==> src/rtl/smvm_pkg.sv <==
// Shared SMVM definitions: datapath widths, output saturation limits and the
// row-accumulator state encoding used by the core top level.
package smvm_pkg;

    localparam int PSUM_W = 16;
    localparam int ACC_W  = 22;
    localparam int OUT_W  = 15;

    localparam logic signed [OUT_W-1:0] OUT_MAX = OUT_W'(16383);
    localparam logic signed [OUT_W-1:0] OUT_MIN = OUT_W'(-16384);

    typedef enum logic [1:0] {
        ST_IDLE  = 2'd0,
        ST_ACCUM = 2'd1,
        ST_DRAIN = 2'd2,
        ST_DONE  = 2'd3
    } smvm_state_e;

endpackage

==> src/rtl/smvm_out_fifo.sv <==
// Small synchronous result FIFO with a registered head word, so dout is valid
// the cycle after a push into an empty buffer and stays put while not popped.
module smvm_out_fifo #(
    parameter int DEPTH = 4,
    parameter int WIDTH = 15
) (
    input  logic             clk,
    input  logic             rst_n,
    input  logic             push,
    input  logic [WIDTH-1:0] din,
    input  logic             pop,
    output logic [WIDTH-1:0] dout,
    output logic             full,
    output logic             empty
);

    localparam int PW = $clog2(DEPTH);
    localparam int CW = PW + 1;

    logic [WIDTH-1:0] mem_q [DEPTH];
    logic [PW-1:0]    wr_ptr_q, wr_ptr_d;
    logic [PW-1:0]    rd_ptr_q, rd_ptr_d;
    logic [CW-1:0]    count_q, count_d;
    logic [WIDTH-1:0] dout_q, dout_d;
    logic             push_ok, pop_ok;

    assign full  = (count_q == CW'(DEPTH));
    assign empty = (count_q == '0);
    assign dout  = dout_q;

    always_comb begin
        push_ok  = push && !full;
        pop_ok   = pop && !empty;
        wr_ptr_d = push_ok ? wr_ptr_q + PW'(1) : wr_ptr_q;
        rd_ptr_d = pop_ok  ? rd_ptr_q + PW'(1) : rd_ptr_q;
        count_d  = count_q;
        case ({push_ok, pop_ok})
            2'b10:   count_d = count_q + CW'(1);
            2'b01:   count_d = count_q - CW'(1);
            default: count_d = count_q;
        endcase
        // The next head is the word being written when the new read slot is
        // the one being filled this cycle; otherwise it comes from storage.
        dout_d = dout_q;
        if (count_d != '0) begin
            if (push_ok && (wr_ptr_q == rd_ptr_d)) dout_d = din;
            else                                   dout_d = mem_q[rd_ptr_d];
        end
    end

    always_ff @(posedge clk) begin
        if (push_ok) mem_q[wr_ptr_q] <= din;
    end

    always_ff @(posedge clk or negedge rst_n) begin
        if (!rst_n) begin
            wr_ptr_q <= '0;
            rd_ptr_q <= '0;
            count_q  <= '0;
            dout_q   <= '0;
        end else begin
            wr_ptr_q <= wr_ptr_d;
            rd_ptr_q <= rd_ptr_d;
            count_q  <= count_d;
            dout_q   <= dout_d;
        end
    end

endmodule

==> src/rtl/smvm_row_accum.sv <==
// SMVM row accumulator: sums tagged partial sums into one saturated result per
// matrix row and streams the results out in row order through a small FIFO.
module smvm_row_accum
    import smvm_pkg::*;
#(
    parameter int FIFO_DEPTH = 4
) (
    input  logic                     clk,
    input  logic                     rst_n,
    input  logic                     start,
    input  logic [7:0]               rows,
    input  logic                     psum_valid,
    input  logic signed [PSUM_W-1:0] psum,
    input  logic                     row_end,
    output logic                     psum_ready,
    input  logic                     out_ready,
    output logic                     out_valid,
    output logic signed [OUT_W-1:0]  data_out,
    output logic                     busy,
    output logic                     done
);

    localparam logic signed [ACC_W-1:0] ACC_MAX = ACC_W'(OUT_MAX);
    localparam logic signed [ACC_W-1:0] ACC_MIN = ACC_W'(OUT_MIN);

    smvm_state_e             state_q, state_d;
    logic [7:0]              rows_q, rows_d;
    logic [7:0]              row_cnt_q, row_cnt_d;
    logic signed [ACC_W-1:0] acc_q, acc_d;
    logic signed [ACC_W-1:0] sum;
    logic signed [OUT_W-1:0] sat_sum;
    logic                    done_q, done_d;
    logic                    xfer, push, pop;
    logic                    fifo_full, fifo_empty;
    logic [OUT_W-1:0]        fifo_dout;

    function automatic logic signed [OUT_W-1:0] sat(input logic signed [ACC_W-1:0] x);
        if (x > ACC_MAX)      return OUT_MAX;
        else if (x < ACC_MIN) return OUT_MIN;
        else                  return x[OUT_W-1:0];
    endfunction

    assign psum_ready = (state_q == ST_ACCUM) && !fifo_full;
    assign xfer       = psum_valid && psum_ready;
    assign sum        = acc_q + ACC_W'(psum);
    assign sat_sum    = sat(sum);
    assign push       = xfer && row_end;
    assign out_valid  = !fifo_empty;
    assign pop        = out_valid && out_ready;
    assign data_out   = fifo_dout;
    assign busy       = (state_q != ST_IDLE);
    assign done       = done_q;

    always_comb begin
        state_d   = state_q;
        rows_d    = rows_q;
        row_cnt_d = row_cnt_q;
        acc_d     = acc_q;
        case (state_q)
            ST_IDLE: begin
                if (start) begin
                    rows_d    = rows;
                    row_cnt_d = '0;
                    acc_d     = '0;
                    state_d   = (rows != '0) ? ST_ACCUM : ST_DONE;
                end
            end
            ST_ACCUM: begin
                if (xfer) begin
                    if (row_end) begin
                        acc_d     = '0;
                        row_cnt_d = row_cnt_q + 8'd1;
                        if (row_cnt_d == rows_q) state_d = ST_DRAIN;
                    end else begin
                        acc_d = sum;
                    end
                end
            end
            ST_DRAIN: begin
                if (fifo_empty) state_d = ST_DONE;
            end
            default: state_d = ST_IDLE;
        endcase
        done_d = (state_d == ST_DONE);
    end

    always_ff @(posedge clk or negedge rst_n) begin
        if (!rst_n) begin
            state_q   <= ST_IDLE;
            rows_q    <= '0;
            row_cnt_q <= '0;
            acc_q     <= '0;
            done_q    <= 1'b0;
        end else begin
            state_q   <= state_d;
            rows_q    <= rows_d;
            row_cnt_q <= row_cnt_d;
            acc_q     <= acc_d;
            done_q    <= done_d;
        end
    end

    smvm_out_fifo #(
        .DEPTH(FIFO_DEPTH),
        .WIDTH(OUT_W)
    ) u_fifo (
        .clk  (clk),
        .rst_n(rst_n),
        .push (push),
        .din  (sat_sum),
        .pop  (pop),
        .dout (fifo_dout),
        .full (fifo_full),
        .empty(fifo_empty)
    );

endmodule
==> config.mk <==
export PLATFORM = sky130hd
export DESIGN_NAME = smvm_row_accum
export DESIGN_NICKNAME = d
export VERILOG_FILES = /design/src/rtl/smvm_pkg.sv /design/src/rtl/smvm_out_fifo.sv /design/src/rtl/smvm_row_accum.sv
export SDC_FILE = /design/constraint.sdc
export NUM_CORES = 1
export LEC_CHECK = 0
export ABC_AREA = 1
export CELL_PAD_IN_SITES_DETAIL_PLACEMENT = 2
export CELL_PAD_IN_SITES_GLOBAL_PLACEMENT = 2
export CORE_ASPECT_RATIO = 1.1
export CORE_MARGIN = 8
export CORE_UTILIZATION = 34
export CTS_BUF_LIST = sky130_fd_sc_hd__clkbuf_8
export CTS_CLUSTER_SIZE = 40
export DETAILED_ROUTE_END_ITERATION = 16
export PLACE_DENSITY = 0.77
export SLEW_MARGIN = 40
export SYNTH_ARGS = -nofsm -noshare
export SYNTH_HDL_FRONTEND = slang
export SYNTH_SLANG_ARGS = --single-unit
==> constraint.sdc <==
create_clock -name clk -period 2.9 [get_ports clk]
set_input_delay 0.58 -clock clk [delete_from_list [all_inputs] [get_ports clk]]
set_output_delay 0.58 -clock clk [all_outputs]
set_load 0.1 [all_outputs]
Word-level counts from Yosys, hierarchy flattened

Memories as Yosys holds them, arrays and structs flattened. A register that Yosys moved wholly into a read port is not among the register bits.
Cells that the tools add are included.

$add $sub $neg: 6
Magnitude comparators: 2
Eq/ne operators: 10
Multiplexer cells: 21
Reduce and logical (&&, ||, !) cells: 18

Operators with widths:

| cell                                                                               | count |
|---|---|
| 22-bit 2-to-1 mux                                                                  | 3 |
| 22-bit case mux with 2 select lines                                                | 1 |
| 15-bit 2-to-1 mux                                                                  | 2 |
| 8-bit 2-to-1 mux                                                                   | 3 |
| 22-bit by 16-bit adder with 22-bit output                                          | 1 |
| 22-bit by 15-bit greater-than comparator with 1-bit output (second input constant) | 1 |
| 22-bit by 15-bit < comparator with 1-bit output (second input constant)            | 1 |
| 8-bit case mux with 2 select lines                                                 | 1 |
| 2-bit 2-to-1 mux                                                                   | 7 |
| 8-bit by 1-bit adder with 8-bit output (second input constant)                     | 1 |
| 8-bit equality test                                                                | 1 |
| 8-bit nonzero test                                                                 | 1 |
| 2-bit equality test (second input constant)                                        | 3 |
| 1-bit logical AND                                                                  | 6 |
| 2-bit != test (second input constant)                                              | 3 |
| 2-bit case mux with 3 select lines                                                 | 1 |
| 3-bit case mux with 2 select lines                                                 | 1 |
| 2-bit by 1-bit adder with 2-bit output (second input constant)                     | 2 |
| 2-bit by 1-bit equality test with 1-bit output (second input constant)             | 2 |
| 4-bit AND reduction                                                                | 1 |
| 2-bit nonzero test                                                                 | 2 |
| 3-bit by 1-bit adder with 3-bit output (second input constant)                     | 1 |
| 3-bit equality test (second input constant)                                        | 1 |
| 1-bit logical NOT                                                                  | 3 |
| other kinds (7)                                                                    | 8 |

Register bits after elaboration: 48
Bits in writable memories: 60
Bits of input ports: 30
Output and inout bits: 19
Logic and storage cells: 66
Memories: 1

Memories:

| memory       | words | width | rd ports | clocked after Yosys merged registers in | write ports | RTL line            | source |
|---|---|---|---|---|---|---|---|
| u_fifo.mem_q | 4     | 15    | 1        | 1                                       | 1           | smvm_out_fifo.sv:20 | `logic [WIDTH-1:0] mem_q [DEPTH];` |

Longest topological paths before layout

Gate-level depths: netlist of the first run.

Word-level depth: 9
Depth in mapped cells: 21
Depth with buffers taken out: 19

Cells and area by module

From an unflattened synthesis of the first run, not the netlist that was laid out.

Cell total of the unflattened synthesis: 871
Area, all modules: 7,086.8 sq um

Modules (own cells, without submodules):

| module         | times used | cells an instance | area an instance (sq um) | sequential area each (sq um) |
|---|---|---|---|---|
| smvm_out_fifo  | 1          | 361               | 3,736.1                  | 2,352.3 |
| smvm_row_accum | 1          | 510               | 3,350.7                  | 1,026.0 |

Worst setup path after synthesis of the first run

Ideal clock, no wire load.

Path type: flip-flop to flip-flop
Start point: register state_q[1]
End point: register u_fifo.dout_q[14], in the netlist u_fifo.dout[14], read port of u_fifo.mem_q
Library setup time: 0.123 ns
Arrival: 3.443 ns
Required time: 2.777 ns
Setup slack: -0.666 ns
Cell stages (with the launch flop): 22
Path buffers: 2
Period minus slack after synthesis: 3.566 ns
Path through: dfrtp_1 > inv_2 > nand2_4 > a31oi_4 > nand2_2 > nand2_4 > o21ai_2 > nor2_4 > inv_2 > clkbuf_1 > ha_1 > inv_1 > fa_1 > nand2_1 > nand2_1 > nor2_1 > xor2_1 > nor3_1 > clkbuf_1 > a21oi_1 > o21ai_0 > nand2_1

Longest elaborated chain between the ends: 8
Elaborated cells between the ends (all ways): 9
Those cells by class: eq/ne (3); mux (1); reduce/logical (5)

Ends and longest elaborated chain:

| item                                                                                         | RTL line             | source |
|---|---|---|
| start: declaration                                                                           | smvm_row_accum.sv:26 | `smvm_state_e state_q, state_d;` |
| start signal: assignment                                                                     | smvm_row_accum.sv:95 | `state_q <= state_d;` |
| 2-bit by 1-bit equality test with 1-bit output (*)                                           | smvm_row_accum.sv:43 | `assign psum_ready = (state_q == ST_ACCUM) && !fifo_full;` |
| 1-bit logical AND (*)                                                                        | smvm_row_accum.sv:43 |  |
| net psum_ready                                                                               | smvm_row_accum.sv:15 | `output logic psum_ready,` |
| 1-bit logical AND (*)                                                                        | smvm_row_accum.sv:44 | `assign xfer = psum_valid && psum_ready;` |
| 1-bit logical AND (*)                                                                        | smvm_row_accum.sv:47 | `assign push = xfer && row_end;` |
| 1-bit logical AND (*)                                                                        | smvm_out_fifo.sv:32  | `push_ok = push && !full;` |
| 2-bit by 1-bit equality test with 1-bit output / 2-bit equality test (equally long branches) | smvm_out_fifo.sv:37  | `case ({push_ok, pop_ok})` |
| 3-bit case mux with 2 select lines (*)                                                       | smvm_out_fifo.sv:37  |  |
| net u_fifo.count_d[2]                                                                        | smvm_out_fifo.sv:23  | `logic [CW-1:0] count_q, count_d;` |
| 3-bit nonzero test (*)                                                                       | smvm_out_fifo.sv:45  | `if (count_d != '0) begin` |
| end: declaration                                                                             | smvm_out_fifo.sv:24  | `logic [WIDTH-1:0] dout_q, dout_d;` |

The timed path passes the listed nets; every way through them passes the cells marked *.
A chain may end at the register's enable or synchronous reset.

==> flow_summary.yaml, run 1 <==
clocking:
  clock_sinks: 123
  cts-root-buf: "clkbuf_8"
  cts_made_buffers: 17
  cts_tree: "built"
  clock_latency_ns: 0.47
  htreeDepth: 4
  clkSlewWorstSetupHoldPaths_ns: 0.07
  cts_buffer_depth: 2
run:
  drv_cap: 0
setup_path:
  worst-setup-path-type: "in2reg"
  setup.worst_path.start: "psum[0]"
  cp_max_fo: 7
  cp.required_ns: 3.23
  start_kind: "input pin"
  arrival_ns: 3.35
  worstReg2RegStart: "state_q[1]$_DFF_PN0_"
  crit_path_end_kind: "flip-flop"
yosys:
  ys_seq_area_share_pct: 49.0
  async_reset_ff_share_pct: 51.2
  synth_top_area_share_pct: 26.1
  ys_seq_elements: 123
  synth_area_um2: 6890
  ys.flop_type: "dfrtp_1"
  synth-edff-count: 60
  synth_nets: 879
  synth_largest_area_cell: "edfxtp_1"
  syn_avg_cell_area_um2: 8.40
  synthTopCellsByArea: "edfxtp_1, dfrtp_1, nand2_1"
  synth_cell_types: 43
  synthCells: 820
  yosys_warnings: 0
finish:
  fin_nets: 1038
  diodes: 0
  final_cells: 1244
  drive_above_1_share_pct: 30.4
  multi_input_area_um2: 3680
  final_util_pct: 48.2
  area_growth_pct: 38.9
  fillers: 2122
  seqCellArea_um2: 3380
global_route:
  grt_pass1_wl_um: 44300
  grt_antenna_before_repair: 0
  grtUsageTotal_pct: 23.5
  grt_max_degree: 55
  grt_pass1_vias: 7616
  overflow: 0
floorplan:
  dieArea_um2: 25100
  die_w_um: 152
  fp.dieH_um: 165
  io_pins: 49
  core_area_um2: 19900
  num_rows: 54
  initial_core_util_pct: 34.7
placement:
  dp_cells: 1188
  io_buffer_count: 48
  gp_congestion: 0.878
  preCtsSetupSlack_ns: -0.650
  hpwlAfterDp_um: 18700
timing:
  worst_slack_ns: -0.122
  grt_setup_unrepaired: "true"
  setup_viol: 65
  tightest_slew_ns: 0.543
  finalCriticalPeriod_ns: 3.02
  hold_viol_final: 0
  post-route-period-util_pct: 104
  slew_headroom_pct: 63.6
  fin_skew_ns: 0.0280
  fmax_mhz: 331
  maxSlewViolCount: 0
  hold_slack_ns: 0.502
worst_hold_path:
  hold_class: "reg2reg"
  hold_start: "u_fifo.dout[9]$_DFFE_PN0P_"
drt:
  antenna_left: 0
  vias: 6985
  drtPass1Iterations: 5
  routed_via_density: 5.61
  drt-initial-drc-count: 392
  drt-total-wl_um: 32900
  wl_per_cell_um: 26.4
  drc: 0
status:
  violations: "setup timing"
  status: "complete, but fails checks"
-- routing by layer --
layer,GRT usage (%),vias up,routed length [µm]
met1,26.4,3563,12300
met4,9.41,0,1790
met3,2.73,121,1340
li1,-,3027,-
met5,0,-,0
met2,43.8,274,17500
-- sequential cells by signal, summed over array words and instances (netlist names) --
signal           cells
rows_q               8
u_fifo.wr_ptr_q      2
u_fifo.count_q       3
done                 1
u_fifo.rd_ptr_q      2
acc_q               22
u_fifo.dout         15
row_cnt_q            8
u_fifo.mem_q        60
state_q              2
-- path summary, 6_finish.rpt --
kind | end | slack (ns) | depth (start not counted)
setup reg to reg | u_fifo.dout[3]$_DFFE_PN0P_ | -0.10 | 20
hold reg to reg | u_fifo.dout[9]$_DFFE_PN0P_ | 0.50 | 2
setup / recovery | u_fifo.dout[3]$_DFFE_PN0P_ | -0.12 | 17
hold / removal | u_fifo.dout[9]$_DFFE_PN0P_ | 0.50 | 2
max in group asynchronous | u_fifo.dout[3]$_DFFE_PN0P_ | 1.72 | 3
min in group asynchronous | acc_q[18]$_DFFE_PN0P_ | 0.51 | 2
-- layout by cell type, fill, tap and decap left out, types with 4 or more instances in the layout --
master and n:
ha_1 8, nor3_1 4, nand2_4 10, nand4_1 7, a21oi_1 21, a21oi_4 5
buf_4 121, xor2_1 17, nand2_2 49, nand2_1 189, nor2_2 9, a21oi_2 8
nor2_1 67, inv_1 72, edfxtp_1 60, o22a_1 11, inv_2 7, clkdlybuf4s50_1 23
buf_12 7, o21ai_0 47, ha_4 17, clkinv_4 4, dfrtp_1 61, clkbuf_8 17
nand3_1 66, o22ai_1 10, xnor2_1 7, nor2_4 5
-- layout make-up --
cell class	count	area share, %
inverter	82	3.33
clock buffer	17	2.45
clock inverter	15	1.83
timing repair buffer	163	15.3
tap	252	3.30
sequential	123	35.3
multi-input combinational	592	38.4
-- synth_stat cells (2+ instances only) --
library cell and n:
inv_2 2, buf_2 6, and2_1 3, clkbuf_1 13, o21ai_0 49, a21oi_1 34
nor3_1 7, nand4_1 7, nand2_1 240, ha_1 27, nand2_2 5, nor2_1 77
or2_2 3, xnor2_1 7, fa_1 2, nor2_4 2, nand2_4 3, nand3_1 67
edfxtp_1 60, nor2_2 2, o22ai_1 10, inv_1 78, nor4_1 3, xor2_1 18
o22a_1 11, dfrtp_1 63, o21bai_1 3, buf_6 3
-- logic make-up (layout without fill, tap and decap cells) --
| family | Yosys count | count (layout) | share of synthesized area [%] |
|---|---|---|---|
| AO/OA/AOI/OAI | 113 | 113 | 9.53 |
| XOR/XNOR | 26 | 26 | 3.58 |
| adder cells (fa/ha/maj) | 29 | 29 | 5.48 |
| buffers and inverters | 106 | 277 | 6.34 |
| flip-flops | 123 | 123 | 49.0 |
| AND/OR/NAND/NOR | 423 | 424 | 26.0 |
-- worst max-delay path, cell delays in order --
cell and delay, ns:
clkdlybuf4s50_1 0.41, ha_2 0.21, fa_2 0.41, buf_4 0.16, nand3_1 0.09, nand3_2 0.13, nand2_2 0.12, nand3b_1 0.15
buf_4 0.18, nand3_1 0.08, nor2_1 0.06, nand2_2 0.15, nand2_4 0.15, nand2_1 0.15, nand3_1 0.11, nand2_1 0.13
nand2_1 0.08
-- metrics by stage --
step / area (µm²) / TNS (ns)
after floorplan: 6950 / -15.85
after global placement: 8310 / -34.67
after detailed placement: 8310 / -42.99
after CTS: 9100 / 0
after global routing: 9570 / -9.98
final: 9570 / -2.25
-- timing repair --
action	4_1_cts	5_1_grt
buffers inserted	9	9
pin swaps	15	24
hold endpoints to repair	9	0
gates cloned	2	4
gates resized for setup	45	94
hold buffers	1	0
endpoints found under the setup margin	71	71
Power of run 1 is not shown: default switching activity piles up to over one toggle a cycle in this logic, so the estimate is an artifact.
==> run 2, diff against run 1 <==
--- a/config.mk
+++ b/config.mk
@@ -6,11 +6,11 @@
 export NUM_CORES = 1
 export LEC_CHECK = 0
 export ABC_AREA = 1
-export CELL_PAD_IN_SITES_DETAIL_PLACEMENT = 2
-export CELL_PAD_IN_SITES_GLOBAL_PLACEMENT = 2
+export CELL_PAD_IN_SITES_DETAIL_PLACEMENT = 0
+export CELL_PAD_IN_SITES_GLOBAL_PLACEMENT = 1
 export CORE_ASPECT_RATIO = 1.1
 export CORE_MARGIN = 8
-export CORE_UTILIZATION = 34
+export CORE_UTILIZATION = 42
 export CTS_BUF_LIST = sky130_fd_sc_hd__clkbuf_8
 export CTS_CLUSTER_SIZE = 40
 export DETAILED_ROUTE_END_ITERATION = 16
==> flow_summary.yaml, run 2 (synthesis results as in run 1) <==
setup_path:
  worst-setup-path-type: "in2reg"
  crit_path_end_kind: "flip-flop"
  cp_cell_sequence: "clkdlybuf4s50_1 -> ha_1 -> fa_2 -> buf_4 -> nand3_1 -> nand3_1 -> nand2_1 -> nand3b_1 -> nand2_1 -> nand2_1 -> nor2_1 -> nand2_1 -> nand2_4 -> clkbuf_16 -> nand3_1 -> nand2_1 -> nand2_1"
  setup.worst_path.start: "psum[0]"
  slowest_stage: "clkdlybuf4s50_1"
  worstReg2RegStart: "state_q[0]$_DFF_PN0_"
  r2r-end: "u_fifo.dout[14]$_DFFE_PN0P_"
  cp.required_ns: 3.23
  reg2reg_setup_slack_ns: 0.15
  path_common_cell: "nand2_1"
  start_kind: "input pin"
  crit_family: "simple AND/OR/NAND/NOR gates"
  crit_end: "u_fifo.dout[8]$_DFFE_PN0P_"
  cp.depth: 17
  cpPeakStageDelay_ns: 0.43
  rr_worst_depth: 19
  path_buf_inv: 3
  arrival_ns: 3.12
  cp_max_fo: 14
floorplan:
  die_w_um: 138
  io_pins: 49
  initial_core_util_pct: 42.6
  num_rows: 49
  dieArea_um2: 20800
  fp.dieH_um: 150
  core_area_um2: 16200
drt:
  routed_via_density: 5.21
  drc: 0
  drtPass1Iterations: 5
  wl_per_cell_um: 16.9
  vias: 6048
  drt-total-wl_um: 19600
  antenna_left: 0
  drt-initial-drc-count: 414
placement:
  hpwlAfterDp_um: 13900
  io_buffer_count: 48
  dp_cells: 1123
  gp_congestion: 0.880
finish:
  drive_above_1_share_pct: 18.3
  area_growth_pct: 26.0
  final_cells: 1160
  largest_reg_flops: 60
  layout.cells.most_common: "nand2_1"
  fin_nets: 1002
  layout_common_cells: "nand2_1, buf_4, inv_1, nor2_1, nand3_1"
  diodes: 0
  fillers: 1533
  top_register: "u_fifo.mem_q"
  final_util_pct: 53.6
clocking:
  htreeDepth: 4
  cts-root-buf: "clkbuf_8"
  clock_sinks: 123
  clock_latency_ns: 0.45
  clkSlewWorstSetupHoldPaths_ns: 0.07
  cts_buffer_depth: 2
  cts_made_buffers: 17
  cts_tree: "built"
timing:
  finalCriticalPeriod_ns: 2.78
  hold_slack_ns: 0.0764
  tns_ns: 0
  tightest_slew_ns: 0.436
  slew_headroom_pct: 71.0
  maxSlewViolCount: 0
  fmax_mhz: 359
  setup_viol: 0
  post-route-period-util_pct: 96.0
  fin_skew_ns: 0.00978
  hold_viol_final: 0
global_route:
  grt_pass1_vias: 6069
  grt_max_degree: 33
  grt_pass1_wl_um: 30700
  grtUsageTotal_pct: 18.5
  overflow: 0
  grt_antenna_before_repair: 0
run:
  drv_cap: 0
worst_hold_path:
  hold_class: "in2async"
status:
  status: "complete, no violations"
run 2: cell count changes in the layout (fill, tap and decap cells not counted), sizes merged, moves of 3 or more:
cell / delta
buf: -33
dlygate4sd2: -3
clkinvlp: -3
clkdlybuf4s50: +4
run 2: worst reg2reg max path: stages, from the launching register on:
cell       delay, ns
dfrtp_1         0.43
nand2_4         0.15
a31oi_4         0.05
nand2_2         0.12
nand2_4         0.07
o21ai_4         0.09
nor2_4          0.06
inv_2           0.07
ha_4            0.13
inv_4           0.04
fa_2            0.35
nand2_1         0.06
nand2_1         0.06
nor2_2          0.16
xor2_2          0.23
nor3_4          0.07
buf_4           0.17
clkbuf_16       0.18
nand2_1         0.08
nand2_1         0.06
run 2: area by class of cell:
type	count	area [µm²]	share of cell area [%]
clock buffers	18	248	2.85
clock inverters	14	138	1.59
inverters	82	315	3.63
multi-input cells	591	3210	37.0
flip-flops and latches	123	3380	38.9
well taps	204	255	2.94
repair buffers	128	1130	13.0
run 2: metrics by stage:
step,area [µm²],worst slack [ns]
final,8680,0.116
after global routing,8680,-0.0170
after CTS,8510,0.0779
after detailed placement,8120,-0.390
after global placement,8120,-0.410
after floorplan,6950,-0.445
run 2: per-layer routing:
metal / vias to the layer above / track usage, % / share of wire (%)
li1: 2958 / - / -
met1: 2886 / 21.6 / 41
met2: 161 / 32.8 / 51
met3: 43 / 3.34 / 4.3
met4: 0 / 7.94 / 3.0
met5: - / 0 / 0
run 2: worst min-delay path by stage:
stage                                startpoint                     endpoint
floorplan                                 rst_n         acc_q[0]$_DFFE_PN0P_
global placement    u_fifo.dout[10]$_DFFE_PN0P_  u_fifo.dout[10]$_DFFE_PN0P_
detailed placement  u_fifo.dout[10]$_DFFE_PN0P_  u_fifo.dout[10]$_DFFE_PN0P_
CTS                                       rst_n  u_fifo.count_q[2]$_DFF_PN0_
global route                              rst_n  u_fifo.count_q[2]$_DFF_PN0_
finish                                    rst_n  u_fifo.count_q[2]$_DFF_PN0_
run 2: what timing repair did:
| item | CTS | global route |
|---|---|---|
| endpoints found under the setup margin | 0 | 70 |
| setup buffers | 0 | 3 |
| gates resized for setup | 0 | 22 |
| hold buffers | 0 | 0 |
Power of run 2 is left out for the same reason.
==> RTL change, RTL diff (flow settings as in run 2) <==
Make the reset (`rst_n`) synchronous in 2 clocked blocks.
--- a/src/rtl/smvm_out_fifo.sv
+++ b/src/rtl/smvm_out_fifo.sv
@@ -53,5 +53,5 @@
     end
 
-    always_ff @(posedge clk or negedge rst_n) begin
+    always_ff @(posedge clk) begin
         if (!rst_n) begin
             wr_ptr_q <= '0;
--- a/src/rtl/smvm_row_accum.sv
+++ b/src/rtl/smvm_row_accum.sv
@@ -85,5 +85,5 @@
     end
 
-    always_ff @(posedge clk or negedge rst_n) begin
+    always_ff @(posedge clk) begin
         if (!rst_n) begin
             state_q   <= ST_IDLE;
Behaviour: differs if rst_n is asserted again (counterexample within 4 cycles, from zero or initial values and one cycle with rst_n low); with rst_n held inactive, the same outputs for 4 cycles.
==> RTL change against run 2 <==
- final area fell by 0.78%
- wire length shrank 5.0%
- sequential cell count did not move
- non-clock buffer count up 6
- first-iteration DRC count fell by 19%
- via count fell by 1.3%
- worst setup slack better by 0.022 ns
- count of clock-buffer cells in the layout unchanged
- synthesized area fell by 2.3%
- core utilization increased by 1.3 points
==> RTL change: results (changes against run 2) <==
[run_status]
outcome = finished clean

[route]
vias = 5969  ; -1.3%
dr.pass1.iters = 5  ; unchanged
drt_iter0_markers = 336  ; -19%
vias_per_cell = 5.02  ; -3.8%
wl_um = 18600  ; -5.0%

[clock_tree]
clk-insertion-delay-late_ns = 0.44
htree_num_levels = 4  ; unchanged
clk_pin_slew_worst_paths_ns = 0.08
cts_buffers = 17  ; unchanged
root_buffer = clkbuf_8
ctsLongestPathBuffers = 2  ; unchanged

[global_routing]
grt_pass1_wl_um = 29500  ; -3.7%
grt_max_degree = 45  ; +36%
grt_pass1_vias = 5901  ; -2.8%
antenna_found_initial = 0  ; unchanged
grt_use_total_pct = 18.5  ; +0.037 points

[synthesis]
synthTopCellsByCount = 235 x nand2_1, 107 x nor2_1, 75 x inv_1
synthTopCellsByArea = edfxtp_1 27%, dfxtp_1 19%, nand2_1 13%, nor2_1 6.0%, ha_1 5.0%
synthDistinctLibCells = 41  ; -4.7%
ys_warn_count = 0  ; unchanged
yosysSeqAreaShare_pct = 45.5  ; -3.6 points
synthCells = 850  ; +3.7%
synth-edff-count = 60  ; unchanged
yosysMostFrequentCell = nand2_1
syn-num-nets = 909  ; +3.4%
synthFlopType = dfxtp_1
synthArstFlopShare_pct = 0  ; -51 points

[critical_path]
slowest_stage = clkdlybuf4s50_1
path_delay_family = simple AND/OR/NAND/NOR gates
cp_slowest_stage_delay_ns = 0.41  ; -0.02 ns
path_max_fanout = 13  ; -1

[placement]
routabilityCongestion = 0.869  ; -1.2%
dp_slack_ns = -0.496  ; -0.106 ns
io_buffers = 48  ; unchanged
place_inst = 1155  ; +2.8%
dp_hpwl_um = 12800  ; -7.6%

[sta]
fin_skew_ns = 0.0141  ; +0.00435 ns
tightestPinTransition_ns = 0.534  ; +0.0984 ns

[finish]
nets = 1036  ; +3.4%
top_register = u_fifo.mem_q
largest_reg_flops = 60  ; unchanged
antenna_cells = 0  ; unchanged
drive_gt1_share_pct = 21.8  ; +3.5 points

[pwr]
seq_cell_power_mw = 2.07
pwr-share-seq_pct = 31.0
leakage_nw = 3.65
peakVddDrop_mv = 0.431
swShare_pct = 42.3
powerComb_mw = 3.06

[worst_hold_path]
worstHoldPathType = reg2reg

[RTL change: per-stage QoR]
step                TNS (ns)  utilization (%)  instance area, um^2  hold WS [ns]
CTS                        0             53.4                 8370         0.474
global placement      -27.24             50.8                 7970         0.452
global route         -0.0477             54.9                 8610         0.501
detailed placement    -30.52             50.8                 7970         0.462
floorplan              -4.01                -                 6770         0.445
finish                     0             54.9                 8610         0.470
[RTL change: layout make-up]
class | count | area [um^2]
Fill cell | 1445 | 7060
Multi-Input combinational cell | 618 | 3430
Sequential cell | 123 | 3070
Timing Repair Buffer | 134 | 1150
Inverter | 83 | 318
Tap cell | 200 | 250
Clock buffer | 18 | 248
Clock inverter | 14 | 154
[RTL change: tightest hold or removal path, cell delays in order (launching register included)]
cell and delay, ns:
dfxtp_1 0.32, nand2_1 0.06, a21oi_1 0.05
[RTL change: layer usage]
layer / track usage, % / wire length (um)
met1: 22.5 / 8220
met2: 32.5 / 9400
met3: 3.44 / 768
met4: 5.39 / 229
met5: 0 / 0
[RTL change: repair_timing]
action | in CTS | in global routing
setup buffers | 0 | 1
endpoints found under the setup margin | 10 | 71
pin swaps | 0 | 5
gates resized for setup | 1 | 38
cloned | 0 | 2
[RTL change: logic make-up (layout without fill, tap and decap cells)]
kind of cell	count (synthesis)	in the layout	share of synthesized area [%]
compound gates	144	144	12.2
xor+xnor	27	27	3.62
fa+ha+maj	29	29	5.61
buf+inv	110	249	6.91
flops	123	123	45.5
simple gates	417	418	26.2
[RTL change: worst paths after layout]
kind / from / to / slack (ns) / cells past startpoint
setup reg to reg: state_q[1] / u_fifo.dout[11] / 0.20 / 21
setup / recovery: psum[0] / u_fifo.mem_q[0][10] / 0.14 / 16
hold / removal: acc_q[7] / acc_q[7] / 0.47 / 2
hold reg to reg: acc_q[7] / acc_q[7] / 0.47 / 2
